### config.mk
export PLATFORM = sky130hd
export DESIGN_NAME = mc_ctrl_fsm_flat
export DESIGN_NICKNAME = d
export VERILOG_FILES = /design/src/rtl/mc_ctrl_pkg.sv /design/src/rtl/mc_ctrl_fsm_if.sv /design/src/rtl/mc_ctrl_fsm.sv /design/src/flat_wrapper.sv
export SDC_FILE = /design/constraint.sdc
export NUM_CORES = 1
export LEC_CHECK = 0
export ABC_CLOCK_PERIOD_IN_PS = 2400
export CORE_MARGIN = 2
export CORE_UTILIZATION = 41
export DETAILED_ROUTE_END_ITERATION = 7
export GPL_TIMING_DRIVEN = 0
export PLACE_DENSITY = 0.83
export SLEW_MARGIN = 20
export SYNTH_ARGS = -nofsm -noshare
export SYNTH_HDL_FRONTEND = slang
export SYNTH_SLANG_ARGS = --single-unit
### constraint.sdc
create_clock -name clk -period 2.4 [get_ports clk]
set_input_delay 0.6 -clock clk [delete_from_list [all_inputs] [get_ports clk]]
set_output_delay 0.6 -clock clk [all_outputs]
set_load 0.005 [all_outputs]
### src/rtl/mc_ctrl_pkg.sv
// Shared definitions for the multicycle controller and its datapath: FSM states, opcode/funct
// values, ALU codes and mux select encodings.
package mc_ctrl_pkg;

    typedef enum logic [3:0] {
        StRst,
        StFetch,
        StDecode,
        StExecR,
        StWbR,
        StAddiEx,
        StAddiWb,
        StMemAddr,
        StLwRead,
        StLwWb,
        StSwWr,
        StBeq,
        StJump,
        StExc
    } state_e;

    localparam logic [5:0] OpRType = 6'b000000;
    localparam logic [5:0] OpAddi  = 6'b001000;
    localparam logic [5:0] OpLw    = 6'b100011;
    localparam logic [5:0] OpSw    = 6'b101011;
    localparam logic [5:0] OpBeq   = 6'b000100;
    localparam logic [5:0] OpJ     = 6'b000010;

    localparam logic [5:0] FnAdd = 6'b100000;
    localparam logic [5:0] FnSub = 6'b100010;
    localparam logic [5:0] FnAnd = 6'b100100;

    localparam logic [2:0] AluLoad = 3'b000;
    localparam logic [2:0] AluAdd  = 3'b001;
    localparam logic [2:0] AluSub  = 3'b010;
    localparam logic [2:0] AluAnd  = 3'b011;

    localparam logic [1:0] MuxBRegB  = 2'b00;
    localparam logic [1:0] MuxBFour  = 2'b01;
    localparam logic [1:0] MuxBImm   = 2'b10;
    localparam logic [1:0] MuxBImmSh = 2'b11;

    localparam logic [1:0] PcSrcAlu    = 2'b00;
    localparam logic [1:0] PcSrcAluOut = 2'b01;
    localparam logic [1:0] PcSrcJump   = 2'b10;
    localparam logic [1:0] PcSrcExc    = 2'b11;

    localparam logic [1:0] ExcNone    = 2'b00;
    localparam logic [1:0] ExcOvf     = 2'b01;
    localparam logic [1:0] ExcIllegal = 2'b10;

    function automatic logic [2:0] funct_to_alu(input logic [5:0] funct);
        logic [2:0] alu;
        case (funct)
            FnAdd:   alu = AluAdd;
            FnSub:   alu = AluSub;
            FnAnd:   alu = AluAnd;
            default: alu = AluLoad;
        endcase
        return alu;
    endfunction

    function automatic logic funct_is_legal(input logic [5:0] funct);
        return (funct == FnAdd) || (funct == FnSub) || (funct == FnAnd);
    endfunction

    // Only the signed arithmetic ops can raise an overflow exception.
    function automatic logic funct_traps(input logic [5:0] funct);
        return (funct == FnAdd) || (funct == FnSub);
    endfunction

endpackage

### src/rtl/mc_ctrl_fsm_if.sv
// Controller <-> datapath bundle: IR fields and ALU flags in, selects and write enables out.
interface mc_ctrl_fsm_if;

    logic [5:0] opcode;
    logic [5:0] funct;
    logic       zero;
    logic       overflow;

    logic       mux_a_control;
    logic [1:0] mux_b_control;
    logic [2:0] alu_control;
    logic [1:0] pc_source;
    logic       pc_write;
    logic       pc_write_cond;
    logic       iord;
    logic       mem_wr;
    logic       ir_write;
    logic       ab_write;
    logic       alu_out_write;
    logic       mdr_write;
    logic       reg_write;
    logic       reg_dst;
    logic       mem_to_reg;
    logic       epc_write;
    logic [1:0] exc_cause;

    modport master (
        input  opcode, funct, zero, overflow,
        output mux_a_control, mux_b_control, alu_control, pc_source, pc_write, pc_write_cond,
               iord, mem_wr, ir_write, ab_write, alu_out_write, mdr_write, reg_write, reg_dst,
               mem_to_reg, epc_write, exc_cause
    );

    modport slave (
        output opcode, funct, zero, overflow,
        input  mux_a_control, mux_b_control, alu_control, pc_source, pc_write, pc_write_cond,
               iord, mem_wr, ir_write, ab_write, alu_out_write, mdr_write, reg_write, reg_dst,
               mem_to_reg, epc_write, exc_cause
    );

endinterface

### src/rtl/mc_ctrl_fsm.sv
// Multicycle control FSM: sequences add/sub/and, addi, lw, sw, beq and j through FETCH..WB and
// raises overflow / illegal-opcode exceptions. Outputs are Moore decodes of state.
module mc_ctrl_fsm
    import mc_ctrl_pkg::*;
#(
    parameter int unsigned MEM_WAIT = 2
) (
    input  logic          clk,
    input  logic          reset,
    mc_ctrl_fsm_if.master bus
);

    localparam int unsigned   CntW    = (MEM_WAIT > 1) ? $clog2(MEM_WAIT) : 1;
    localparam logic [CntW-1:0] CntLast = CntW'(MEM_WAIT - 1);

    state_e          state_q, state_d;
    logic [CntW-1:0] wait_cnt_q, wait_cnt_d;
    logic [1:0]      exc_cause_q, exc_cause_d;
    logic            wait_done;

    // Branch outcome is resolved in the datapath via pc_write_cond & zero.
    logic unused_zero;
    assign unused_zero = bus.zero;

    assign wait_done     = (wait_cnt_q == CntLast);
    assign bus.exc_cause = exc_cause_q;

    always_ff @(posedge clk or posedge reset) begin
        if (reset) begin
            state_q     <= StRst;
            wait_cnt_q  <= '0;
            exc_cause_q <= ExcNone;
        end else begin
            state_q     <= state_d;
            wait_cnt_q  <= wait_cnt_d;
            exc_cause_q <= exc_cause_d;
        end
    end

    always_comb begin
        state_d     = state_q;
        wait_cnt_d  = '0;
        exc_cause_d = exc_cause_q;
        unique case (state_q)
            StRst: state_d = StFetch;
            StFetch: begin
                if (wait_done) state_d = StDecode;
                else           wait_cnt_d = wait_cnt_q + CntW'(1);
            end
            StDecode: begin
                case (bus.opcode)
                    OpRType: begin
                        if (funct_is_legal(bus.funct)) begin
                            state_d = StExecR;
                        end else begin
                            state_d     = StExc;
                            exc_cause_d = ExcIllegal;
                        end
                    end
                    OpAddi:      state_d = StAddiEx;
                    OpLw, OpSw:  state_d = StMemAddr;
                    OpBeq:       state_d = StBeq;
                    OpJ:         state_d = StJump;
                    default: begin
                        state_d     = StExc;
                        exc_cause_d = ExcIllegal;
                    end
                endcase
            end
            StExecR: begin
                if (bus.overflow && funct_traps(bus.funct)) begin
                    state_d     = StExc;
                    exc_cause_d = ExcOvf;
                end else begin
                    state_d = StWbR;
                end
            end
            StAddiEx: begin
                if (bus.overflow) begin
                    state_d     = StExc;
                    exc_cause_d = ExcOvf;
                end else begin
                    state_d = StAddiWb;
                end
            end
            StMemAddr: state_d = (bus.opcode == OpSw) ? StSwWr : StLwRead;
            StLwRead: begin
                if (wait_done) state_d = StLwWb;
                else           wait_cnt_d = wait_cnt_q + CntW'(1);
            end
            StWbR, StAddiWb, StLwWb, StSwWr, StBeq, StJump, StExc: state_d = StFetch;
            default: state_d = StRst;
        endcase
    end

    always_comb begin
        bus.mux_a_control = 1'b0;
        bus.mux_b_control = MuxBRegB;
        bus.alu_control   = AluLoad;
        bus.pc_source     = PcSrcAlu;
        bus.pc_write      = 1'b0;
        bus.pc_write_cond = 1'b0;
        bus.iord          = 1'b0;
        bus.mem_wr        = 1'b0;
        bus.ir_write      = 1'b0;
        bus.ab_write      = 1'b0;
        bus.alu_out_write = 1'b0;
        bus.mdr_write     = 1'b0;
        bus.reg_write     = 1'b0;
        bus.reg_dst       = 1'b0;
        bus.mem_to_reg    = 1'b0;
        bus.epc_write     = 1'b0;
        unique case (state_q)
            StFetch: begin
                bus.mux_b_control = MuxBFour;
                bus.alu_control   = AluAdd;
                bus.ir_write      = wait_done;
                bus.pc_write      = wait_done;
            end
            StDecode: begin
                bus.mux_b_control = MuxBImmSh;
                bus.alu_control   = AluAdd;
                bus.ab_write      = 1'b1;
                bus.alu_out_write = 1'b1;
            end
            StExecR: begin
                bus.mux_a_control = 1'b1;
                bus.alu_control   = funct_to_alu(bus.funct);
                bus.alu_out_write = 1'b1;
            end
            StWbR: begin
                bus.reg_write = 1'b1;
                bus.reg_dst   = 1'b1;
            end
            StAddiEx, StMemAddr: begin
                bus.mux_a_control = 1'b1;
                bus.mux_b_control = MuxBImm;
                bus.alu_control   = AluAdd;
                bus.alu_out_write = 1'b1;
            end
            StAddiWb: bus.reg_write = 1'b1;
            StLwRead: begin
                bus.iord      = 1'b1;
                bus.mdr_write = wait_done;
            end
            StLwWb: begin
                bus.reg_write  = 1'b1;
                bus.mem_to_reg = 1'b1;
            end
            StSwWr: begin
                bus.iord   = 1'b1;
                bus.mem_wr = 1'b1;
            end
            StBeq: begin
                bus.mux_a_control = 1'b1;
                bus.alu_control   = AluSub;
                bus.pc_write_cond = 1'b1;
                bus.pc_source     = PcSrcAluOut;
            end
            StJump: begin
                bus.pc_write  = 1'b1;
                bus.pc_source = PcSrcJump;
            end
            StExc: begin
                bus.epc_write = 1'b1;
                bus.pc_write  = 1'b1;
                bus.pc_source = PcSrcExc;
            end
            default: ;
        endcase
    end

endmodule

### src/flat_wrapper.sv
// flat-port wrapper written by rule: the top's interface ports become plain ports
module mc_ctrl_fsm_flat import mc_ctrl_pkg::*;
#(
    parameter int unsigned MEM_WAIT = 2
)
  (clk, reset, bus_opcode, bus_funct, bus_zero, bus_overflow, bus_mux_a_control, bus_mux_b_control, bus_alu_control, bus_pc_source, bus_pc_write, bus_pc_write_cond, bus_iord, bus_mem_wr, bus_ir_write, bus_ab_write, bus_alu_out_write, bus_mdr_write, bus_reg_write, bus_reg_dst, bus_mem_to_reg, bus_epc_write, bus_exc_cause);
  mc_ctrl_fsm_if bus_i ();
  input  logic clk;
  input  logic reset;
  input wire logic [$bits(bus_i.opcode)-1:0] bus_opcode;
  input wire logic [$bits(bus_i.funct)-1:0] bus_funct;
  input wire logic [$bits(bus_i.zero)-1:0] bus_zero;
  input wire logic [$bits(bus_i.overflow)-1:0] bus_overflow;
  output wire logic [$bits(bus_i.mux_a_control)-1:0] bus_mux_a_control;
  output wire logic [$bits(bus_i.mux_b_control)-1:0] bus_mux_b_control;
  output wire logic [$bits(bus_i.alu_control)-1:0] bus_alu_control;
  output wire logic [$bits(bus_i.pc_source)-1:0] bus_pc_source;
  output wire logic [$bits(bus_i.pc_write)-1:0] bus_pc_write;
  output wire logic [$bits(bus_i.pc_write_cond)-1:0] bus_pc_write_cond;
  output wire logic [$bits(bus_i.iord)-1:0] bus_iord;
  output wire logic [$bits(bus_i.mem_wr)-1:0] bus_mem_wr;
  output wire logic [$bits(bus_i.ir_write)-1:0] bus_ir_write;
  output wire logic [$bits(bus_i.ab_write)-1:0] bus_ab_write;
  output wire logic [$bits(bus_i.alu_out_write)-1:0] bus_alu_out_write;
  output wire logic [$bits(bus_i.mdr_write)-1:0] bus_mdr_write;
  output wire logic [$bits(bus_i.reg_write)-1:0] bus_reg_write;
  output wire logic [$bits(bus_i.reg_dst)-1:0] bus_reg_dst;
  output wire logic [$bits(bus_i.mem_to_reg)-1:0] bus_mem_to_reg;
  output wire logic [$bits(bus_i.epc_write)-1:0] bus_epc_write;
  output wire logic [$bits(bus_i.exc_cause)-1:0] bus_exc_cause;
  assign bus_i.opcode = bus_opcode;
  assign bus_i.funct = bus_funct;
  assign bus_i.zero = bus_zero;
  assign bus_i.overflow = bus_overflow;
  assign bus_mux_a_control = bus_i.mux_a_control;
  assign bus_mux_b_control = bus_i.mux_b_control;
  assign bus_alu_control = bus_i.alu_control;
  assign bus_pc_source = bus_i.pc_source;
  assign bus_pc_write = bus_i.pc_write;
  assign bus_pc_write_cond = bus_i.pc_write_cond;
  assign bus_iord = bus_i.iord;
  assign bus_mem_wr = bus_i.mem_wr;
  assign bus_ir_write = bus_i.ir_write;
  assign bus_ab_write = bus_i.ab_write;
  assign bus_alu_out_write = bus_i.alu_out_write;
  assign bus_mdr_write = bus_i.mdr_write;
  assign bus_reg_write = bus_i.reg_write;
  assign bus_reg_dst = bus_i.reg_dst;
  assign bus_mem_to_reg = bus_i.mem_to_reg;
  assign bus_epc_write = bus_i.epc_write;
  assign bus_exc_cause = bus_i.exc_cause;
  mc_ctrl_fsm #(.MEM_WAIT(MEM_WAIT)) u_core (.clk(clk), .reset(reset), .bus(bus_i));
endmodule
Word level (Yosys, flattened, before mapping). Index checks and enable logic that the tools add are counted.

Logic and storage cells: 82. Input port bits: 16. Latch bits: 0. Register bits after elaboration: 7. Memory bits (read-only): 0. Memory bits (writable): 0. Output and inout port bits: 22. Memories: 0.

Mux-type cells: 32. Div/mod/pow operators: 0. Equal/unequal tests: 27. Multiply operators: 0. Magnitude comparators: 0. Shift-type cells: 0. Add/subtract/negate cells: 1. Reductions and logical operators: 19. Bitwise logic cells: 0.

Operators by type and width (number): 6-bit equality test (second input constant) (5); 4-bit case mux with 7 select lines (1); 4-bit equality test (second input constant) (6); 2-bit case mux with 3 select lines (4); 4-bit 2-to-1 mux (5); 4-bit case mux with 5 select lines (1); 4-bit by 3-bit equality test with 1-bit output (second input constant) (4); 1-bit 2-to-1 mux (14); 4-bit OR reduction (3); 2-bit OR reduction (5); 3-bit case mux with 3 select lines (1); 4-bit by 2-bit equality test with 1-bit output (second input constant) (2); 2-bit 2-to-1 mux (4); 8-bit OR reduction (1); 6-bit by 2-bit equality test with 1-bit output (second input constant) (1); 6-bit by 3-bit equality test with 1-bit output (second input constant) (1); 6-bit by 4-bit equality test with 1-bit output (second input constant) (1); 6-bit zero test (1); 2-bit by 1-bit inequality test with 1-bit output (second input constant) (3); 5-bit AND reduction (1); 5-bit OR reduction (1); 4-bit by 1-bit equality test with 1-bit output (second input constant) (1); 4-bit zero test (1); 2-bit inequality test (second input constant) (2); 9 further kinds (10).

Logic depth before layout (Yosys ltp). Gate-level depths: netlist of run 1.

Depth after elaboration: 6. Mapped depth: 5. Gate-level depth less buffers: 4.

Least setup slack after synthesis of run 1. OpenSTA, ideal clock, no wires.

Kind: input -> output. From: in bus_funct[0]. To: out bus_alu_control[0]. Setup slack: 0.323 ns. Arrival time: 1.477 ns. Data required time: 1.800 ns. Stages: 4. Buffers on the path: 0. Cells stage by stage: or4b_1 o211ai_1 o21ai_1 nor2_1.

Longest elaborated chain between the ends: 3. Elaborated cells on any way between the ends: 5. Those cells by class: 3 x eq/ne; 2 x mux.

RTL lines: start, declared (RTL line flat_wrapper.sv:11) `input wire logic [$bits(bus_i.funct)-1:0] bus_funct;`; 6-bit equality test (RTL line mc_ctrl_pkg.sv:54) `case (funct)`; 2-bit case mux with 3 select lines * (RTL line mc_ctrl_pkg.sv:54); 3-bit case mux with 3 select lines * (RTL line mc_ctrl_fsm.sv:113) `unique case (state_q)`; end, declared (RTL line flat_wrapper.sv:16) `output wire logic [$bits(bus_i.alu_control)-1:0] bus_alu_control;`.

Mark *: on every way between the ends. The rest lies on a longest branch, timed or not.

Worst setup path after layout of run 1.
From: reg u_core.state_q[2]. To: out bus_mux_b_control[1].

Longest elaborated chain between the ends: 3. Elaborated cells on any way between the ends: 6. Those cells by class: 4 x eq/ne; 1 x mux; 1 x reduce/logical.

RTL lines: start, declared (RTL line mc_ctrl_fsm.sv:16) `state_e state_q, state_d;`; start signal, assigned (RTL line mc_ctrl_fsm.sv:30) `state_q <= StRst;`; start signal, assigned (RTL line mc_ctrl_fsm.sv:34) `state_q <= state_d;`; 4-bit by 3-bit equality test with 1-bit output (RTL line mc_ctrl_fsm.sv:113); 2-bit OR reduction; 2-bit case mux with 3 select lines * (RTL line mc_ctrl_fsm.sv:113); end, declared (RTL line flat_wrapper.sv:15) `output wire logic [$bits(bus_i.mux_b_control)-1:0] bus_mux_b_control;`.

Marked as above.

==> impl_metrics.tcl, run 1 <==
set metrics [dict create \
    clock_latency_ns 0.25 \
    ir_drop_mv 0.669 \
    dpl_cell_area_um2 1090 \
    syn_area_um2 716 \
    core-area_um2 1690 \
    cp_data_required_time_ns 1.80 \
    grt_pass1_vias 839 \
    whs_ns 0.485 \
    leakage_nw 0.591 \
    yosysWarnings 0 \
    maxCapViolations 0 \
    slowest_delay_ns 0.53 \
    clockBufferDepth 2 \
    ys.flop_type "dfrtp_1" \
    cp_top_family "buffers and inverters" \
    final_cell_mix "clkdlybuf4s50_1 (23), buf_4 (11), a21oi_1 (10)" \
    remaining_drc_errors 0 \
    htreeDepth 1 \
    initial_core_util 0.424 \
    maxSlewViolCount 0 \
    numCtsBuffers 3 \
    maxSlewHeadroom 0.505 \
    layout_setup_ws_ns 0.0508 \
    grt_pass1_wl_um 3570 \
    min_path_type "flop to flop" \
    cpMaxStageDelayCell "clkdlybuf4s50_1" \
    hold_depth 1 \
    path_buf_inv 2 \
    skew_ns 0.00824 \
    synth-async-reset-ratio 1.00 \
    syn_area_per_cell_um2 7.23 \
    max_freq_ghz 0.426 \
    crit_type "flop to primary output" \
    ys_ff_latch 7 \
    status "complete, no violations" \
    final_common_cell "clkdlybuf4s50_1" \
    max_slew.worst_pin.slew_ns 0.736 \
    finalNetCount 164 \
    path_cells "buf_4 -> nor2b_4 -> nand2b_1 -> a21oi_1 -> clkdlybuf4s50_1" \
    syn_to_final_growth_pct 75.0 \
    rrSetupSlack_ns 0.68 \
    setup_viol 0 \
    port_buffers 35 \
    dieHeight_um 45.8 \
    die_w_um 45.8 \
    postCtsHoldBufs 0 \
    routed_wl_um 2490 \
    cp_max_fo 5 \
    synth_xor_area_frac 0.0367 \
    grt_use_total 0.238 \
    clockRootBuffer "clkbuf_4" \
    diodes 0 \
    fin_area_um2 1250 \
    antenna_found_initial 0 \
    synth_edf_count 0 \
    syn-num-nets 115 \
    critPathCaptureType "primary output" \
    synth_top_family_by_area "simple AND/OR/NAND/NOR gates" \
    hold_viol 0 \
    globalRoute.totalOverflow 0 \
    grt_max_degree 15 \
    arrival_ns 1.75 \
    synth_fa_ha_area_frac 0 \
    reg2reg_depth 5 \
    drt_iter0_drc 24 \
    post-route-period-util 0.979 \
    gp_routability_congestion 0.849 \
    muxShareOfSynthArea 0 \
    yosysSeqAreaShare 0.245 \
    num_rows 15 \
    dieArea_um2 2100 \
    path_depth 5 \
    first_pass_iters 4 \
    clock_sinks 7 \
    power_density_nw_per_um2 1010 \
    synth.distinct_cells 36 \
    dp_slack_ns -0.630 \
    post_drt_wl_per_cell_um 15.2 \
    dp_hpwl_um 1600 \
    critPathLaunchType "flop" \
    cts_tree "yes" \
    utilization 0.741 \
    synth_simple_gate_area_frac 0.378 \
    ant_nets 0 \
    path_clk_slew_ns 0.05 \
    routed_via_density 5.84 \
    drive_gt1_frac 0.265 \
    period_needed_ns 2.35 \
    io_pins 38 \
    total_power_mw 1.26 \
    syn_inst 99 \
    num_vias 957 \
    synth_compound_area_frac 0.278 \
]
-- state kept, by name (all words and copies together), names as in the netlist --
name                  cells
u_core.state_q            4
u_core.wait_cnt_q         1
u_core.bus.exc_cause      2
-- layer usage --
| metal | GRT usage | up-vias | share of wire |
|---|---|---|---|
| met1 | 0.263 | 445 | 0.39 |
| met3 | 0.0794 | 8 | 0.068 |
| met2 | 0.403 | 44 | 0.52 |
| met4 | 0.120 | 0 | 0.022 |
| met5 | 0 | - | 0 |
| li1 | - | 460 | - |
-- cell families after synthesis --
logic type,count (synthesis)
compound gates,31
xor+xnor,3
other cells,1
flops,7
simple gates,47
buf+inv,10
-- where the power goes --
part | total [mW] | internal [mW] | switching, mW
registers | 0.241 | 0.175 | 0.0652
logic | 0.915 | 0.503 | 0.412
clock network | 0.105 | 0.0634 | 0.0419
total | 1.26 | 0.741 | 0.520
-- synth_stat cells, drive strengths merged, types with 2 or more instances --
cell / count / area (µm²)
nor2: 9 / 33.8
inv: 2 / 7.51
o211ai: 2 / 15.0
or3: 3 / 18.8
nand2b: 6 / 37.5
or2: 2 / 12.5
nor2b: 3 / 18.8
dfrtp: 7 / 175
clkbuf: 7 / 26.3
and3: 3 / 18.8
o21ai: 7 / 35.0
a21oi: 10 / 50.1
nor3: 4 / 20.0
a31oi: 3 / 18.8
xnor2: 2 / 17.5
nand2: 7 / 26.3
nor4b: 4 / 35.0
-- worst reg2reg max path, cell delays in order (launching register included) --
cell     delay [ns]
dfrtp_2        0.49
buf_4          0.17
xnor2_1        0.11
nor4_1         0.56
a31o_2         0.21
o21ai_1        0.06
-- metrics by stage --
stage / TNS, ns / cells
finish: 0 / 164
global route: -0.0562 / 164
CTS: -0.0520 / 155
detailed placement: -1.71 / 151
global placement: -1.47 / 151
floorplan: 0 / 99
-- worst paths after layout --
| path | endpoint | from |
|---|---|---|
| worst max-delay path | bus_mux_b_control[1] | u_core.state_q[2] |
| worst min-delay path | u_core.bus.exc_cause[0] | u_core.bus.exc_cause[0] |
| worst max register to register | u_core.state_q[0] | u_core.state_q[3] |
| worst min register to register | u_core.bus.exc_cause[0] | u_core.bus.exc_cause[0] |
| max in group asynchronous | u_core.state_q[3] | reset |
| min in group asynchronous | u_core.wait_cnt_q | reset |
-- final cells by class --
class,instances,area (µm²)
Clock buffer,4,26.3
Timing Repair Buffer,46,412
Multi-Input combinational cell,82,556
Inverter,2,7.51
Fill cell,131,437
Sequential cell,7,180
Tap cell,17,21.3
Buffer,6,50.0
-- what timing repair did --
item / CTS / global route
setup buffers: 2 / 9
pin swaps: 3 / 5
endpoints found under the hold margin: 0 / 0
resized for setup: 30 / 22
endpoints found under the setup margin: 19 / 14
Note: power is estimated with default switching activity, not from simulation.
==> run 2: changes to the inputs <==
--- a/config.mk
+++ b/config.mk
@@ -13,2 +13,3 @@
 export PLACE_DENSITY = 0.83
+export SKIP_CTS_REPAIR_TIMING = 1
 export SLEW_MARGIN = 20
--- a/constraint.sdc
+++ b/constraint.sdc
@@ -3,2 +3,2 @@
 set_output_delay 0.6 -clock clk [all_outputs]
-set_load 0.005 [all_outputs]
+set_load 0.02 [all_outputs]
==> impl_metrics.tcl, run 2 (synthesized netlist as in run 1, its figures left out) <==
set metrics [dict create \
    status "finished with violations" \
    violations "setup timing" \
    drive_gt1_frac 0.159 \
    cpMaxStageDelayCell "clkdlybuf4s50_1" \
    htreeDepth 1 \
    clockRootBuffer "clkbuf_4" \
    setup_tns_ns -0.244 \
    port_buffers 35 \
    routed_wl_um 2150 \
    grt_pass1_vias 792 \
    power_density_nw_per_um2 1020 \
    num_rows 15 \
    gp_routability_congestion 0.849 \
    wl_met2_um 1040 \
    first_pass_iters 4 \
    dieArea_um2 2100 \
    wl_met3_um 162 \
    arrival_ns 2.04 \
    antenna_found_initial 0 \
    period_needed_ns 2.64 \
    cp_max_fo 2 \
    final.fill_count 142 \
    initial_core_util 0.424 \
    maxSlewHeadroom 0.533 \
    num_vias 912 \
    finalNetCount 155 \
    hold_viol 0 \
    critPathLaunchType "input port" \
    ant_nets 0 \
    path_buf_inv 2 \
    maxCapViolations 0 \
    max_freq_ghz 0.378 \
    final_cell_mix "dlymetal6s2s_1 (20), clkdlybuf4s50_1 (13), a21oi_1 (10)" \
    die_w_um 45.8 \
    core-area_um2 1690 \
    wl_met1_um 900 \
    path_cells "clkdlybuf4s50_1 -> or4b_4 -> o211ai_1 -> o21ai_1 -> nor2_1 -> buf_4" \
    cp_top_family "buffers and inverters" \
    leakage_nw 0.777 \
    fin_cells 155 \
    rsz0062_at_grt "true" \
    regMostFlops "u_core.state_q" \
    highest_layer "met4" \
    dp_cells 151 \
    ir_drop_mv 0.660 \
    min_path_type "flop to flop" \
    drt_iter0_drc 19 \
    skew_ns 0.00569 \
    critPathCaptureType "primary output" \
    grt_pass1_wl_um 3360 \
    grt_use_total 0.222 \
    post-route-period-util 1.10 \
    numCtsBuffers 3 \
    dp_hpwl_um 1600 \
    clockBufferDepth 2 \
    slowest_delay_ns 0.48 \
    routed_via_density 5.88 \
    post_drt_wl_per_cell_um 13.9 \
    clock_sinks 7 \
    cp_data_required_time_ns 1.80 \
    remaining_drc_errors 0 \
    dieHeight_um 45.8 \
    clock_latency_ns 0.25 \
    total_power_mw 1.23 \
    largest_reg_flops 4 \
    syn_to_final_growth_pct 69.1 \
    cts_tree "yes" \
    setup_viol 1 \
    diodes 0 \
    maxSlewViolCount 0 \
    final_common_cell "dlymetal6s2s_1" \
    layout_setup_ws_ns -0.244 \
    path_clk_slew_ns 0.04 \
    io_pins 38 \
    grt_max_degree 11 \
    globalRoute.totalOverflow 0 \
    max_slew.worst_pin.slew_ns 0.693 \
    crit_type "input port to primary output" \
]
## run 2: final timing paths
kind / from / end / slack [ns] / cells after the start
worst min register to register: u_core.bus.exc_cause[0] / u_core.bus.exc_cause[0] / 0.48 / 1
worst min-delay path: u_core.bus.exc_cause[0] / u_core.bus.exc_cause[0] / 0.48 / 1
min in group asynchronous: reset / u_core.state_q[1] / 0.57 / 2
worst max-delay path: bus_funct[5] / bus_alu_control[0] / -0.24 / 6
max in group asynchronous: reset / u_core.state_q[3] / 1.60 / 2
worst max register to register: u_core.state_q[1] / u_core.state_q[0] / 0.73 / 4
## run 2: where the power goes
| part | leakage [nW] | switching, mW | internal (mW) |
|---|---|---|---|
| clock | 0.0150 | 0.0397 | 0.0632 |
| combinational | 0.678 | 0.482 | 0.411 |
| sequential | 0.0841 | 0.0656 | 0.172 |
## run 2: metal layers
metal	vias up	GRT usage
met1	423	0.271
li1	446	-
met5	-	0
met3	6	0.0675
met4	0	0.0914
met2	37	0.361
## run 2: worst reg2reg max path, delay by kind of cell (launching register included)
kind	cells	cell delay (ns)
AND/OR/NAND/NOR	1	0.66
flip-flops	1	0.42
AO/OA/AOI/OAI	2	0.27
buffers and inverters	1	0.21
## run 2: area by class of cell
cell class                 instances  area (µm²)  share of cell area
multi-input combinational         82         532               0.440
timing repair buffer              37         408               0.337
sequential                         7         178               0.147
buffer                             6        37.5              0.0310
clock buffer                       4        26.3              0.0217
tap                               17        21.3              0.0176
inverter                           2        7.51             0.00620
## run 2: metrics by stage
stage	util	hold WS, ns	setup slack [ns]	cell area (µm²)
6_report	0.716	0.485	-0.244	1210
2_1_floorplan	-	0.403	0.0555	716
4_1_cts	0.659	0.491	-0.738	1110
3_5_place_dp	0.644	0.485	-0.734	1090
3_3_place_gp	0.644	0.474	-0.727	1090
5_1_grt	0.716	0.506	-0.353	1210
==> run 3: changes to the inputs <==
SKIP_CTS_REPAIR_TIMING = default   (was 1)
==> impl_metrics.tcl, run 3 (synthesized netlist as in run 1, its figures left out) <==
set metrics [dict create \
    min-delay-start "u_core.bus.exc_cause[0]" \
    numCtsBuffers 3 \
    antenna_found_initial 0 \
    highest_layer "met4" \
    ant_nets 0 \
    grt_use_total 0.235 \
    critPathCaptureType "primary output" \
    max_slew.worst_pin.slew_ns 0.706 \
    cp_data_required_time_ns 1.80 \
    fin_cells 154 \
    dp_cells 151 \
    initial_core_util 0.424 \
    clockBufferDepth 2 \
    layout_setup_ws_ns -0.132 \
    final.fill_count 155 \
    dieHeight_um 45.8 \
    core-area_um2 1690 \
    drt_iter0_drc 16 \
    critPathLaunchType "input port" \
    ir_drop_mv 0.657 \
    utilization 0.679 \
    holdPathEnd "u_core.bus.exc_cause[0]" \
    cp_max_fo 2 \
    postCtsHoldBufs 0 \
    syn_to_final_growth_pct 60.1 \
    final_cell_mix "dlygate4sd2_1 (13), clkdlybuf4s50_1 (12), a21oi_1 (10)" \
    die_w_um 45.8 \
    skew_ns 0.00586 \
    routed_wl_um 2170 \
    arrival_ns 1.93 \
    grt_pass1_wl_um 3530 \
    regMostFlops "u_core.state_q" \
    io_pins 38 \
    fin_area_um2 1150 \
    maxSlewHeadroom 0.525 \
    period_needed_ns 2.53 \
    rsz0062_at_grt "true" \
    clockRootBuffer "clkbuf_4" \
    wl_met1_um 877 \
    dpl_cell_area_um2 1090 \
    final_common_cell "dlygate4sd2_1" \
    leakage_nw 0.600 \
    largest_reg_flops 4 \
    violations "setup timing" \
    setup_viol 1 \
    num_rows 15 \
    slowest_delay_ns 0.56 \
    cts_tree "yes" \
    reg2reg_depth 4 \
    path_cells "dlygate4sd2_1 -> or4b_4 -> o211ai_1 -> o21ai_1 -> nor2_1 -> buf_4" \
    gp_routability_congestion 0.849 \
    post-route-period-util 1.05 \
    grt_pass1_vias 830 \
    wl_met3_um 152 \
    power_density_nw_per_um2 1050 \
    dp_hpwl_um 1600 \
    port_buffers 35 \
    maxCapViolations 0 \
    dieArea_um2 2100 \
    finalNetCount 154 \
    wl_met2_um 1090 \
    clock_latency_ns 0.25 \
    maxSlewViolCount 0 \
    post_drt_wl_per_cell_um 14.1 \
    first_pass_iters 4 \
    drive_gt1_frac 0.161 \
    num_vias 885 \
    htreeDepth 1 \
    crit_type "input port to primary output" \
    routed_via_density 5.75 \
    max_freq_ghz 0.395 \
    clock_sinks 7 \
    rrSetupSlack_ns 0.71 \
    cpMaxStageDelayCell "or4b_4" \
    path_clk_slew_ns 0.04 \
    globalRoute.totalOverflow 0 \
    grt_max_degree 15 \
    hold_depth 1 \
    dp_slack_ns -0.734 \
    diodes 0 \
    min_path_type "flop to flop" \
    status "finished with violations" \
    reg2reg_to "u_core.state_q[0]" \
    hold_viol 0 \
    worstReg2RegStart "u_core.state_q[1]" \
    remaining_drc_errors 0 \
    total_power_mw 1.20 \
]
## run 3: cell count changes in the layout (fill, tap and decap cells not counted)
cell	change
dlymetal6s2s_1	-14
dlygate4sd2_1	+13
buf_2	+1
buf_4	-1
clkdlybuf4s15_1	+1
clkdlybuf4s50_1	-1
## run 3: worst max-delay path, delay by kind of cell
| family | cells | cell delay (ns) |
|---|---|---|
| AO/OA/AOI/OAI | 2 | 0.25 |
| buffers and inverters | 2 | 0.42 |
| AND/OR/NAND/NOR | 2 | 0.67 |
## run 3: timing repair
action / 4_1_cts / 5_1_grt
gates resized for setup: 35 / 15
setup endpoints to repair: 19 / 11
pin swaps: 1 / 1
buffers inserted: 1 / 0
## run 3: routing by layer
metal,vias up,global-route usage
li1,444,-
met1,396,0.263
met2,39,0.389
met3,6,0.0794
met4,0,0.126
met5,-,0
## run 3: final cells by class
cell class / instances / area (µm²) / area share
clock buffers: 4 / 26.3 / 0.0229
well taps: 17 / 21.3 / 0.0186
inverters: 2 / 7.51 / 0.00655
repair buffers: 36 / 344 / 0.300
multi-input cells: 82 / 532 / 0.464
flip-flops and latches: 7 / 178 / 0.155
plain buffers: 6 / 37.5 / 0.0328
## run 3: worst max-delay path by stage
| stage | startpoint | endpoint | slack (ns) | cells after the start |
|---|---|---|---|---|
| final | bus_funct[0] | bus_alu_control[0] | -0.13 | 6 |
| after global routing | bus_funct[0] | bus_alu_control[0] | -0.23 | 6 |
| after CTS | bus_funct[5] | bus_alu_control[0] | -0.23 | 6 |
| after detailed placement | bus_funct[0] | bus_alu_control[0] | -0.73 | 6 |
| after global placement | bus_funct[0] | bus_alu_control[0] | -0.73 | 6 |
| after floorplan | u_core.state_q[3] | bus_pc_write | 0.06 | 3 |
## run 3: stage by stage
| step | hold slack [ns] | TNS (ns) |
|---|---|---|
| after floorplan | 0.403 | 0 |
| after global placement | 0.474 | -2.43 |
| after detailed placement | 0.485 | -2.83 |
| after CTS | 0.491 | -0.435 |
| after global routing | 0.506 | -0.226 |
| final | 0.485 | -0.132 |
## run 3: report_power, final
part	switching (mW)	total [mW]	internal, mW
combinational	0.482	0.858	0.375
clock	0.0399	0.103	0.0632
sequential	0.0675	0.240	0.172
total	0.590	1.20	0.611
